===== config.mk =====
export PLATFORM = sky130hd
export DESIGN_NAME = operand_fetch_stage
export DESIGN_NICKNAME = d
export VERILOG_FILES = /design/src/rtl/operand_fetch_stage.sv
export SDC_FILE = /design/constraint.sdc
export NUM_CORES = 1
export LEC_CHECK = 0
export CORE_MARGIN = 2
export CORE_UTILIZATION = 35
export DETAILED_ROUTE_END_ITERATION = 6
export GPL_TIMING_DRIVEN = 0
export MAX_ROUTING_LAYER = met4
export PLACE_DENSITY = 0.69
export SLEW_MARGIN = 0
export SYNTH_ARGS = -nofsm -noshare
export SYNTH_HDL_FRONTEND = slang
export SYNTH_SLANG_ARGS = --single-unit

===== constraint.sdc =====
create_clock -name CLOCK -period 3.1 [get_ports CLOCK]
set_clock_uncertainty 0.1 [all_clocks]
set_input_delay 0.775 -clock CLOCK [delete_from_list [all_inputs] [get_ports CLOCK]]
set_output_delay 0.775 -clock CLOCK [all_outputs]
set_load 0.03 [all_outputs]

===== src/rtl/operand_fetch_stage.sv =====
// operand_fetch_stage: decode / operand-fetch stage between the IF/ID latch
// and execute. Drives register file read addresses, forms operands one cycle
// later, decodes instruction fields and presents them through ID/EX.
//
// Optional feature macro: OF_WB_BYPASS_EN
//   defined   -> same-edge write-back collisions are forwarded from captured
//                WbData; Busy is tied 0.
//   undefined -> no forwarding path; a collision forces a re-read (REPLAY).
//
// state  | meaning
// -------+----------------------------------------------------------------
// RUN    | normal flow; ReadOut for the instruction in A is up to date
// REPLAY | A holds and re-reads its operands; ID/EX receives a bubble
// (the FSM exists only when OF_WB_BYPASS_EN is undefined)
module operand_fetch_stage #(
   parameter int DW = 32,
   parameter int AW = 5
) (
   input  logic          CLOCK,
   input  logic          RESET,
   input  logic          IfIdValid,
   input  logic [31:0]   IfIdInstr,
   input  logic [31:0]   IfIdPC,
   input  logic          Stall,
   input  logic          Flush,
   output logic          Accept,
   output logic          Busy,
   output logic [AW-1:0] RegRead1,
   output logic [AW-1:0] RegRead2,
   input  logic [DW-1:0] ReadOut1,
   input  logic [DW-1:0] ReadOut2,
   input  logic          WbEnable,
   input  logic [AW-1:0] WbAddr,
   input  logic [DW-1:0] WbData,
   output logic          IdExValid,
   output logic [31:0]   IdExPC,
   output logic [DW-1:0] IdExOpA,
   output logic [DW-1:0] IdExOpB,
   output logic [DW-1:0] IdExImm,
   output logic [AW-1:0] IdExRs,
   output logic [AW-1:0] IdExRt,
   output logic [AW-1:0] IdExRd,
   output logic [4:0]    IdExShamt,
   output logic [5:0]    IdExOpcode,
   output logic [5:0]    IdExFunct
);

   logic          a_valid;
   logic [31:0]   a_pc;
   logic [31:0]   a_instr;
   logic          busy_int;
   logic          accept_int;
   logic          hold_a;
   logic [AW-1:0] a_rs;
   logic [AW-1:0] a_rt;
   logic [AW-1:0] if_rs;
   logic [AW-1:0] if_rt;
   logic [AW-1:0] rd_addr1;
   logic [AW-1:0] rd_addr2;
   logic          col1;
   logic          col2;
   logic [DW-1:0] op_a;
   logic [DW-1:0] op_b;
   logic [DW-1:0] imm_ext;

   assign a_rs    = AW'(a_instr[25:21]);
   assign a_rt    = AW'(a_instr[20:16]);
   assign if_rs   = AW'(IfIdInstr[25:21]);
   assign if_rt   = AW'(IfIdInstr[20:16]);
   assign imm_ext = {{(DW-16){a_instr[15]}}, a_instr[15:0]};

   assign accept_int = IfIdValid & ~Stall & ~busy_int;
   // A held: the register file must keep reading A's operands
   assign hold_a     = a_valid & (Stall | busy_int);
   assign rd_addr1   = hold_a ? a_rs : if_rs;
   assign rd_addr2   = hold_a ? a_rt : if_rt;

   // Register file reads the old value on the edge it writes; detect that
   assign col1 = WbEnable && (WbAddr == rd_addr1) && (rd_addr1 != '0);
   assign col2 = WbEnable && (WbAddr == rd_addr2) && (rd_addr2 != '0);

   // Combinational outputs are forced low while reset is asserted
   assign Accept   = RESET & accept_int;
   assign RegRead1 = RESET ? rd_addr1 : '0;
   assign RegRead2 = RESET ? rd_addr2 : '0;
   assign Busy     = busy_int;

`ifdef OF_WB_BYPASS_EN
   logic          byp1_flag;
   logic          byp2_flag;
   logic [DW-1:0] byp1_data;
   logic [DW-1:0] byp2_data;

   assign busy_int = 1'b0;

   // Per-edge bypass capture for the addresses read on that edge
   always_ff @(posedge CLOCK or negedge RESET) begin
      if (!RESET) begin
         byp1_flag <= 1'b0;
         byp2_flag <= 1'b0;
         byp1_data <= '0;
         byp2_data <= '0;
      end else begin
         byp1_flag <= col1;
         byp2_flag <= col2;
         if (col1) byp1_data <= WbData;
         if (col2) byp2_data <= WbData;
      end
   end

   assign op_a = (a_rs == '0) ? '0 : (byp1_flag ? byp1_data : ReadOut1);
   assign op_b = (a_rt == '0) ? '0 : (byp2_flag ? byp2_data : ReadOut2);
`else
   typedef enum logic {
      RUN    = 1'b0,
      REPLAY = 1'b1
   } state_t;

   state_t state_q;
   state_t state_d;
   logic   unused_wbdata;

   assign unused_wbdata = ^WbData;

   // FSM state register
   always_ff @(posedge CLOCK or negedge RESET) begin
      if (!RESET) state_q <= RUN;
      else        state_q <= state_d;
   end

   // Next state: a collision on any edge that leaves A valid forces a re-read;
   // a fresh collision on the re-read itself leaves stale data, so stay
   always_comb begin
      state_d = state_q;
      case (state_q)
         RUN: begin
            if (!Flush && (col1 || col2) && (accept_int || (a_valid && Stall)))
               state_d = REPLAY;
         end
         REPLAY: begin
            if (Flush)
               state_d = RUN;
            else if (!(col1 || col2) && !Stall)
               state_d = RUN;
         end
         default: state_d = RUN;
      endcase
   end

   assign busy_int = (state_q == REPLAY);
   assign op_a     = (a_rs == '0) ? '0 : ReadOut1;
   assign op_b     = (a_rt == '0) ? '0 : ReadOut2;
`endif

   // Stage A: capture from IF/ID on accept, hold on stall or replay
   always_ff @(posedge CLOCK or negedge RESET) begin
      if (!RESET) begin
         a_valid <= 1'b0;
         a_pc    <= '0;
         a_instr <= '0;
      end else if (Flush) begin
         a_valid <= 1'b0;
      end else if (!(Stall || busy_int)) begin
         a_valid <= accept_int;
         if (accept_int) begin
            a_pc    <= IfIdPC;
            a_instr <= IfIdInstr;
         end
      end
   end

   // ID/EX register: bubble on flush, replay or empty A; hold on stall
   always_ff @(posedge CLOCK or negedge RESET) begin
      if (!RESET) begin
         IdExValid  <= 1'b0;
         IdExPC     <= '0;
         IdExOpA    <= '0;
         IdExOpB    <= '0;
         IdExImm    <= '0;
         IdExRs     <= '0;
         IdExRt     <= '0;
         IdExRd     <= '0;
         IdExShamt  <= '0;
         IdExOpcode <= '0;
         IdExFunct  <= '0;
      end else if (Flush || (!Stall && (busy_int || !a_valid))) begin
         IdExValid  <= 1'b0;
         IdExPC     <= '0;
         IdExOpA    <= '0;
         IdExOpB    <= '0;
         IdExImm    <= '0;
         IdExRs     <= '0;
         IdExRt     <= '0;
         IdExRd     <= '0;
         IdExShamt  <= '0;
         IdExOpcode <= '0;
         IdExFunct  <= '0;
      end else if (!Stall) begin
         IdExValid  <= 1'b1;
         IdExPC     <= a_pc;
         IdExOpA    <= op_a;
         IdExOpB    <= op_b;
         IdExImm    <= imm_ext;
         IdExRs     <= a_rs;
         IdExRt     <= a_rt;
         IdExRd     <= AW'(a_instr[15:11]);
         IdExShamt  <= a_instr[10:6];
         IdExOpcode <= a_instr[31:26];
         IdExFunct  <= a_instr[5:0];
      end
   end

endmodule


Yosys cells after proc, flatten, opt, wreduce, memory -nomap -nowiden. Cells that the tools add are included.

Bits in registers: 227. Bits of input ports: 171. Output and inout port bits: 173. Word-level logic and storage cells: 85.

Eq/ne operators: 4. Multiplexer cells: 34. Bitwise gates (word level): 9. Reductions and logical operators: 23.

Operator list (count): 2-to-1 mux 32 bit (10); 2-to-1 mux 5 bit (12); 2-to-1 mux 6 bit (4); == test 5 bit (2); logical NOT 5 bit (2); nonzero test 5 bit (2); logical AND 1 bit (9); 2-to-1 mux 1 bit (7); logical OR 1 bit (5); AND 1 bit (4); logical NOT 1 bit (4); NOT 1 bit (4); AND reduction 3 bit (1); inequality test 2 x 1 -> 1 bit (second input constant) (1); inequality test 2 bit (second input constant) (1); case mux 1 bit (2 select lines) (1); bitwise OR 1 bit (1).

Depth between registers and ports, before layout. Gate-level depths: netlist of the first run.

Depth in word-level cells: 12. Mapped depth: 8. Gate-level depth less buffers: 5.

Least setup slack after synthesis of the first run. No wires, ideal clock.

Kind: input -> output. Start point: in Stall. End point: out RegRead2[1]. Arrival: 2141 ps. Data required time: 2225 ps. Setup slack: 84 ps. Cell stages on the path: 5. Buffers on the path: 2. Cell sequence: buf_6 o21ai_2 buf_4 nand2_1 a21boi_0.

Longest elaborated chain between the ends: 4.

RTL lines: from (decl) (line 24) `input logic Stall,`; bitwise OR 1 bit (line 74) `assign hold_a = a_valid & (Stall | busy_int);`; AND 1 bit (line 74); 2-to-1 mux 5 bit (line 76) `assign rd_addr2 = hold_a ? a_rt : if_rt;`; 2-to-1 mux 5 bit (line 85) `assign RegRead2 = RESET ? rd_addr2 : '0;`; to (decl) (line 29) `output logic [AW-1:0] RegRead2,`.

Every way passes these cells.

Final worst setup path of the first run.
Start point: reg state_q, in the netlist Busy. End point: out RegRead1[4].

Longest elaborated chain between the ends: 4.

RTL lines: from (decl) (line 119) `state_t state_q;`; from (signal assigned) (line 128) `else state_q <= state_d;`; bitwise OR 1 bit (line 74); AND 1 bit (line 74); 2-to-1 mux 5 bit (line 75) `assign rd_addr1 = hold_a ? a_rs : if_rs;`; 2-to-1 mux 5 bit (line 84) `assign RegRead1 = RESET ? rd_addr1 : '0;`; to (decl) (line 28) `output logic [AW-1:0] RegRead1,`.

Every way passes these cells.

==> metrics list, run 1 <==
- The run finished with clean final reports.
- The detail route stage leaves a number of antenna-violating nets equal to 0.
- The multi-input combinational cells in the finished layout cover a total of between 2000 and 2500 µm².
- Number of DRC markers after the initial detailed-route iteration: 232
- Setup total negative slack on the finished layout was measured at 0 ns.
* Yosys warning total: 0
* Detail-routed via count per cell: 4.94
* Number of cells on the critical path: 6
- The die covers around 23000 µm².
* Sequential element share of the synthesized area: 0.632
* Number of buffer cells added on primary ports: about 310
- Register area: 4880 µm²
* Slew margin rel.: 0.582
* Worst slack at placement: -0.941 ns
* Total length of routed wires: 23000 µm
- The first detailed-routing pass ran for 4 iterations.
- Biggest fanout along the worst timing path: 10
- DRC viols: 0
- GRT overflow: 0
* Count of final max-slew check failures: 0
- Die boundary height: approximately 150 µm
- Of the cells placed in the final design, the portion with a size suffix greater than 1 is 0.197.
- Summed over all cells, the static leakage comes to 5.30 nW.
- Tracing the worst setup path back leads to its startpoint at Busy$_DFF_PN0_.
* Endpoint arrival time on the critical path: between 2 and 2.5 ns
- First-pass GRT wire length: between 30000 and 40000 µm
- Cell breakdown of the critical path: buf_4 -> o21ai_4 -> buf_6 -> nand2_1 -> a21boi_0 -> clkdlybuf4s15_2
- Clock edge transition at the registers on the reported setup and hold paths: about 0.08 ns
- The later pin in the worst-skew pair is clocked with a latency of 0.42 ns.
- Summing internal, switching and leakage power gives a little under 6 mW.
* Number of buffers on the longest clock path: 2
- Avg Cell Area, Syn: ~14 µm²
- Cell count after synthesis: around 540
- Worst-case reg-to-reg path depth: 7
- Counting both buffers and inverters, the worst setup path holds a total of 3.
* Worst-path cell with the longest stage delay: dfrtp_1
* Critical setup path kind: register to output pin
- Number of max-cap violations: 0
- TritonCTS built the clock tree.
- FF+latch count, synth: between 150 and 200
* Worst setup EP type: output pin
- Pin placement for this block handled 344 I/O pins.
- Crit Reg-Reg Startpoint: Busy$_DFF_PN0_
* Chip width: ~150 µm
- Clock tree sinks: ~200
- Post-placement cell count: between 1000 and 1500
* Number of global-route vias before repair: between 6000 and 7000
- The congestion estimate from routability-driven global placement came to ~0.85.
- Required time at the endpoint of the critical path: 2.22 ns
- Clock tree synthesis selected as its root buffer the cell clkbuf_16.
- Setup repair after global routing could not meet its margin everywhere.
- Once detailed placement completed, the half-perimeter wirelength came to roughly 17000 µm.
- Dividing total power by cell area gives a power density of 493 nW/µm².
- Static timing analysis puts the maximum clock frequency at 332 MHz.
- The final layout contains ~1000 nets.
- The setup check on the worst reg-to-reg path leaves a slack of 1.01 ns.
* CP startpoint kind: register
* Synth cell types: 36
- Total standard cell area after synthesis: approximately 7700 µm²
* Setup ws final: approximately 0.085 ns
- Starting utilization of the core area: 0.355
- Routed wirelength normalized by instance count: roughly 20 µm
- The most critical setup path has its endpoint at RegRead1[4].
- Core Area: about 22000 µm²
- In the global route stage, overall resource usage came out at 0.207.
* Minimum period implied by the final worst setup slack: between 3 and 4 ns
- Crit-path max cell delay: ~0.39 ns
* Initial antenna violation count: 1
- Peak ir drop on the vdd network: 0.326 mV
- Compared with the post-synthesis result, the final layout area differs by 54.1%.
- Worst Max-Slew Pin Slew: approximately 0.63 ns
* Final core occ: 0.547
- CTS buffer count: 17
- Routed via count: between 5000 and 6000
- The worst hold path belongs to the class primary input to async pin.
- Entering global routing, the biggest net connects slightly below 60 pins.
* Layout fillers: around 1800
- The worst register-to-register path ends at a_instr[27]$_DFFE_PN0P_.
* Family with the most delay on the worst path: buffers and inverters
- The number of hold violations in the final report is 0.
* Non-filler cells in the finished layout: 1164
* Number of failing setup endpoints in the final timing report: 0
* Clock H-tree levels: 4
* Number of nets in the synthesized netlist: ~710
* Placement Rows: 54
- Dividing the final minimum period by the clock period gives 0.972.
-- registers in the layout, indices dropped and copies added (netlist names) --
register and cells:
IdExPC 32, IdExOpA 32, a_instr 32, a_valid 1, IdExRt 5, IdExImm 16
IdExOpcode 6, Busy 1, IdExOpB 32, IdExValid 1, IdExRs 5, a_pc 32
-- area by class of cell --
class | count | area share
Tap cell | 280 | 0.0294
Multi-Input combinational cell | 267 | 0.200
Buffer | 72 | 0.0403
Antenna cell | 1 | 0.000210
Sequential cell | 195 | 0.410
Timing Repair Buffer | 314 | 0.271
Inverter | 3 | 0.000946
Clock inverter | 14 | 0.0118
Clock buffer | 18 | 0.0361
-- cells in the mapped netlist --
master / instances / area (µm²)
nand4_1: 2 / 12.5
and3_1: 1 / 6.26
mux2i_1: 6 / 60.1
o211ai_1: 4 / 30.0
o21a_1: 1 / 7.51
clkbuf_1: 9 / 33.8
nand3_1: 1 / 5.00
xor2_1: 6 / 52.6
inv_1: 3 / 11.3
buf_6: 4 / 45.0
a22o_1: 128 / 1120
nand2_1: 13 / 48.8
nand2b_1: 1 / 6.26
nor4_1: 3 / 18.8
a21boi_2: 1 / 11.3
mux2_1: 1 / 11.3
a21oi_1: 2 / 10.0
nor4b_4: 1 / 23.8
xnor2_1: 2 / 17.5
or4_4: 1 / 11.3
a31o_1: 1 / 8.76
and2_1: 1 / 6.26
nor3_1: 4 / 20.0
buf_2: 19 / 95.1
nor2_1: 4 / 15.0
o311ai_0: 1 / 8.76
a21boi_0: 5 / 37.5
nor2b_1: 8 / 50.1
buf_4: 40 / 300
o21ai_0: 2 / 10.0
o21a_4: 1 / 15.0
mux2_2: 63 / 709
dfrtp_1: 195 / 4880
o21ai_2: 1 / 8.76
o311a_1: 1 / 10.0
a21o_1: 1 / 7.51
-- layer usage --
| layer | wire length, µm | global-route usage |
|---|---|---|
| met1 | 9840 | 0.263 |
| met2 | 11300 | 0.338 |
| met3 | 1600 | 0.0575 |
| met4 | 244 | 0.0388 |
| met5 | 0 | - |
-- cell usage in the layout (no fill, tap or decap), types with 3 or more instances in the layout --
cell and instances:
dfrtp_1 195, clkbuf_16 17, mux2_2 63, buf_4 40
inv_6 3, buf_6 5, mux2i_1 3, xor2_1 6
clkinv_4 3, a22o_1 128, nor4_1 3, dlygate4sd2_1 7
inv_8 5, o211ai_1 4, nand2_1 13, clkbuf_1 9
inv_1 3, nor3_1 4, clkdlybuf4s50_1 297, nor2b_1 8
mux2i_2 3, buf_2 19, a21boi_0 5, nor2_1 4
bufbuf_16 3
-- report_power, final --
part	total, mW	switching [mW]	leakage (nW)	internal (mW)
sequential	2.87	0.131	2.58	2.74
combinational	0.841	0.374	2.45	0.467
clock	2.16	1.08	0.274	1.08
-- how the worst min path moves through the flow --
stage	slack, ns	end	cells past startpoint	startpoint
after CTS	0.09	IdExImm[11]$_DFFE_PN0P_	1	RESET
after floorplan	0.36	IdExPC[0]$_DFFE_PN0P_	1	a_pc[0]$_DFFE_PN0P_
final	0.10	a_instr[11]$_DFFE_PN0P_	1	RESET
after global routing	0.1	IdExImm[11]$_DFFE_PN0P_	1	RESET
after global placement	0.36	IdExValid$_DFFE_PN0P_	1	IdExValid$_DFFE_PN0P_
after detailed placement	0.37	IdExImm[10]$_DFFE_PN0P_	1	a_instr[10]$_DFFE_PN0P_
-- cells by family after synthesis --
group	synth area share
flip-flops	0.632
AO/OA/AOI/OAI	0.166
buffers and inverters	0.0628
multiplexers	0.101
AND/OR/NAND/NOR	0.0290
XOR/XNOR	0.00907
-- stage by stage --
| stage | hold slack [ns] | cell area [µm²] |
|---|---|---|
| 2_1_floorplan | 0.362 | 7730 |
| 3_3_place_gp | 0.363 | 11200 |
| 3_5_place_dp | 0.374 | 11200 |
| 4_1_cts | 0.0934 | 11900 |
| 5_1_grt | 0.0968 | 11900 |
| 6_report | 0.104 | 11900 |
-- timing repair --
item                       CTS  global route
hold buffers                 0             0
resized for setup           20             6
cloned                       3             0
buffers inserted             0             1
setup endpoints to repair   11             7
pin swaps                    0             1
(Power assumes the default switching activity.)
==> inputs of run 2 (changes only) <==
Settings changed: CORE_ASPECT_RATIO set to 1.2, CTS_CLUSTER_DIAMETER set to 120, GPL_TIMING_DRIVEN 0 to not set.
==> run 2 against run 1 <==
  * Sequential power about the same
  * Wire length fell by 11%
  * Fmax increased by 1.9%
  * First-iteration DRC count is 14% lower
  * Non-clock buffer count fell by 55
  * Flip-flop and latch count did not move
  * Global-route usage down 2.6 points
  * Hold slack got worse by 0.014 ns
  * Design area shrank 3.2%
  * Critical path type is now primary input to output pin
  * Largest cell class unchanged
==> metrics list, run 2 (synthesized netlist as in run 1, its figures left out) <==
- The run finished with clean final reports.
- Overall die area: 23300 µm² (about the same)
- The critical path is of the primary input to output pin type.
- Commonest cells after routing, fill and taps aside: clkdlybuf4s50_1, dfrtp_1, a22o_1
- Maximum number of pins on one net before global-route repair: 162 (+170%)
- The average routed wire per standard cell is 18.5 µm (-6.0%).
- Family with the most delay on the worst path: buffers and inverters
* Clock insertion delay at the later pin of the skew report: 0.42 ns (about the same)
- The overflow left after global routing is 0 (unchanged).
- The count of vias placed by the detailed router came to 5479 (-4.6%).
- The first-pass detailed-route iteration total is 4 (unchanged).
- Core Area: 21700 µm² (-0.24%)
- Count of final max-slew check failures: 0 (unchanged)
* Unrepaired setup endpoints after global routing: no
- STA classifies the critical path startpoint as a primary input.
* Final Cycle Share: 0.955 (-0.0178)
- Class of the most critical hold timing path: primary input to async pin
- Worst Max-Slew Pin Slew: 0.843 ns (+0.215 ns)
- The data arrival time of the critical path came to 2.08 ns (-0.06 ns).
- GRT Overall Usage: 0.182 (-0.0258)
* Layout fillers: 1918 (+3.9%)
- The number of antenna-violating nets in the routed design is 0 (unchanged).
* First-pass GRT wire length: 32700 µm (-10%)
- By instance count, the cell type seen most on the critical path is buf_4.
- The antenna cell count is 0 (-1).
- Crit path buf inv count: 3 (unchanged)
- CTS buffer count: 17 (unchanged)
* Highest clock frequency the design can meet: 338 MHz (+1.9%)
- Slew margin rel.: 0.438 (-0.143)
- Required time at the endpoint of the critical path: 2.22 ns (about the same)
- The summed negative setup slack over all endpoints is 0 ns (unchanged).
* Number of max-cap violations: 0 (unchanged)
- Initial antenna violation count: 0 (-1)
- The count of H-tree levels built during CTS came to 4 (unchanged).
- Final Hold Slack: 0.0899 ns (-0.0137 ns)
* Weighted congestion at the end of routability-driven global placement: 0.862 (+0.82%)
- TritonCTS clock tree: yes
- The count of buffers inserted at the top-level ports is 311 (+0.65%).
- The worst setup path is captured at an output pin.
- The number of global-route vias before repair is 5800 (-4.7%).
* Final layout net count: 986 (-5.3%)
- The number of clock sinks was 195 (unchanged).
- Worst-path cell with the longest stage delay: clkdlybuf4s50_1
- Leakage power of the design: 5.01 nW (-5.3%)
* Starting utilization of the core area: 0.356 (+0.000860)
- The number of cells traversed by the worst register-to-register path is 6 (-1).
- Number of failing setup endpoints in the final timing report: 0 (unchanged)
* Hold buffer count at CTS: 0 (unchanged)
- Cell breakdown of the critical path: clkdlybuf4s50_1 -> o21ai_2 -> buf_4 -> mux2i_1 -> nor2b_1 -> buf_4
* Total length of routed wires: 20400 µm (-11%)
- From synthesis to final layout, the design area changed by 49.2%.
* Peak ir drop on the vdd network: 0.338 mV (+3.8%)
- Number of DRC markers after the initial detailed-route iteration: 200 (-14%)
* Crit Reg-Reg Startpoint: Busy$_DFF_PN0_
* DRC viols: 0 (unchanged)
- The share of cells above drive strength 1 was 0.162 (-0.0352).
- Top-Level Pins: 344 (unchanged)
- The number of hold violations in the final report is 0 (unchanged).
- The maximum clock path buffer count was 2 (unchanged).
- The final critical delay including setup and external delays came to 2.96 ns (-0.0553 ns).
- The post-detailed-route via-to-cell ratio came to 4.97 (+0.72%).
- The endpoint identified for the worst register-to-register timing path is Busy$_DFF_PN0_.
- The post-DP HPWL was 14000 µm (-17%).
- Areal power density over the cells: 509 nW/µm² (+3.2%)
- Chip width: 140 µm (-8.5%)
- Placement Rows: 59 (+9.3%)
* Number of setup buffers added after CTS: 0 (unchanged)
- The internal reg-to-reg setup slack is 1.22 ns (+0.21 ns).
* Crit-path max cell delay: 0.45 ns (+0.06 ns)
- The number of gates given a new drive strength after cts was 0 (-100%).
* Die boundary height: 167 µm (+9.3%)
- Commonest non-fill, non-tap cell in the layout: clkdlybuf4s50_1
- Clock edge transition at the registers on the reported setup and hold paths: 0.08 ns (about the same)
- The tree is rooted in a clkbuf_16.
- The maximum net fanout on the critical path is 3 (-7).
==> run 2: cell count changes in the layout (fill, tap and decap cells not counted), moves of 5 or more <==
| cell | previous run | this run |
|---|---|---|
| buf_4 | 40 | 25 |
| clkbuf_1 | 9 | 0 |
| dlygate4sd2_1 | 7 | 0 |
| buf_6 | 5 | 0 |
| buf_12 | 0 | 6 |
| buf_2 | 19 | 0 |
==> run 2: worst max-delay path by stage <==
stage	slack [ns]	startpoint	cells past startpoint	endpoint
floorplan	0.08	Stall	5	RegRead2[1]
global placement	0.08	Stall	6	RegRead2[1]
detailed placement	0.11	Stall	6	RegRead2[1]
CTS	0.09	Stall	6	RegRead2[1]
global route	0.03	Stall	6	RegRead2[0]
finish	0.14	Stall	6	RegRead2[4]
==> run 2: worst reg2reg max path: cells and delay by family (launching register included) <==
family	cells	cell delay, ns
AO/OA/AOI/OAI	2	0.29
buffers and inverters	1	0.14
flip-flops	1	0.50
multiplexers	2	0.64
AND/OR/NAND/NOR	1	0.09
==> run 2: per-stage QoR <==
stage / cells / setup WS [ns] / utilization / area, µm² / total power [mW]
2_1_floorplan: 537 / 0.0837 / - / 7730 / 3.30
3_3_place_gp: 1070 / 0.0818 / 0.503 / 10900 / 3.73
3_5_place_dp: 1070 / 0.105 / 0.503 / 10900 / 3.75
4_1_cts: 1102 / 0.0923 / 0.531 / 11500 / 5.98
5_1_grt: 1102 / 0.0281 / 0.531 / 11500 / 6.15
6_report: 1102 / 0.141 / 0.531 / 11500 / 5.87
==> run 2: power by group <==
part | internal (mW) | switching, mW
registers | 2.74 | 0.135
clock network | 1.11 | 1.08
logic | 0.443 | 0.360
==> run 2: area by class of cell <==
cell class / instances / area, µm² / share of cell area
Timing Repair Buffer: 331 / 3310 / 0.288
Sequential cell: 195 / 4880 / 0.423
Clock buffer: 18 / 439 / 0.0381
Multi-Input combinational cell: 267 / 2380 / 0.206
Inverter: 3 / 11.3 / 0.000977
Clock inverter: 14 / 163 / 0.0141
Tap cell: 274 / 343 / 0.0297
==> run 2: routing by layer <==
metal / routed length [µm] / up-vias / global-route usage
met1: 8520 / 2737 / 0.228
met2: 9880 / 216 / 0.282
li1: - / 2505 / -
met3: 1760 / 21 / 0.0604
met4: 289 / 0 / 0.0535
met5: 0 / - / -
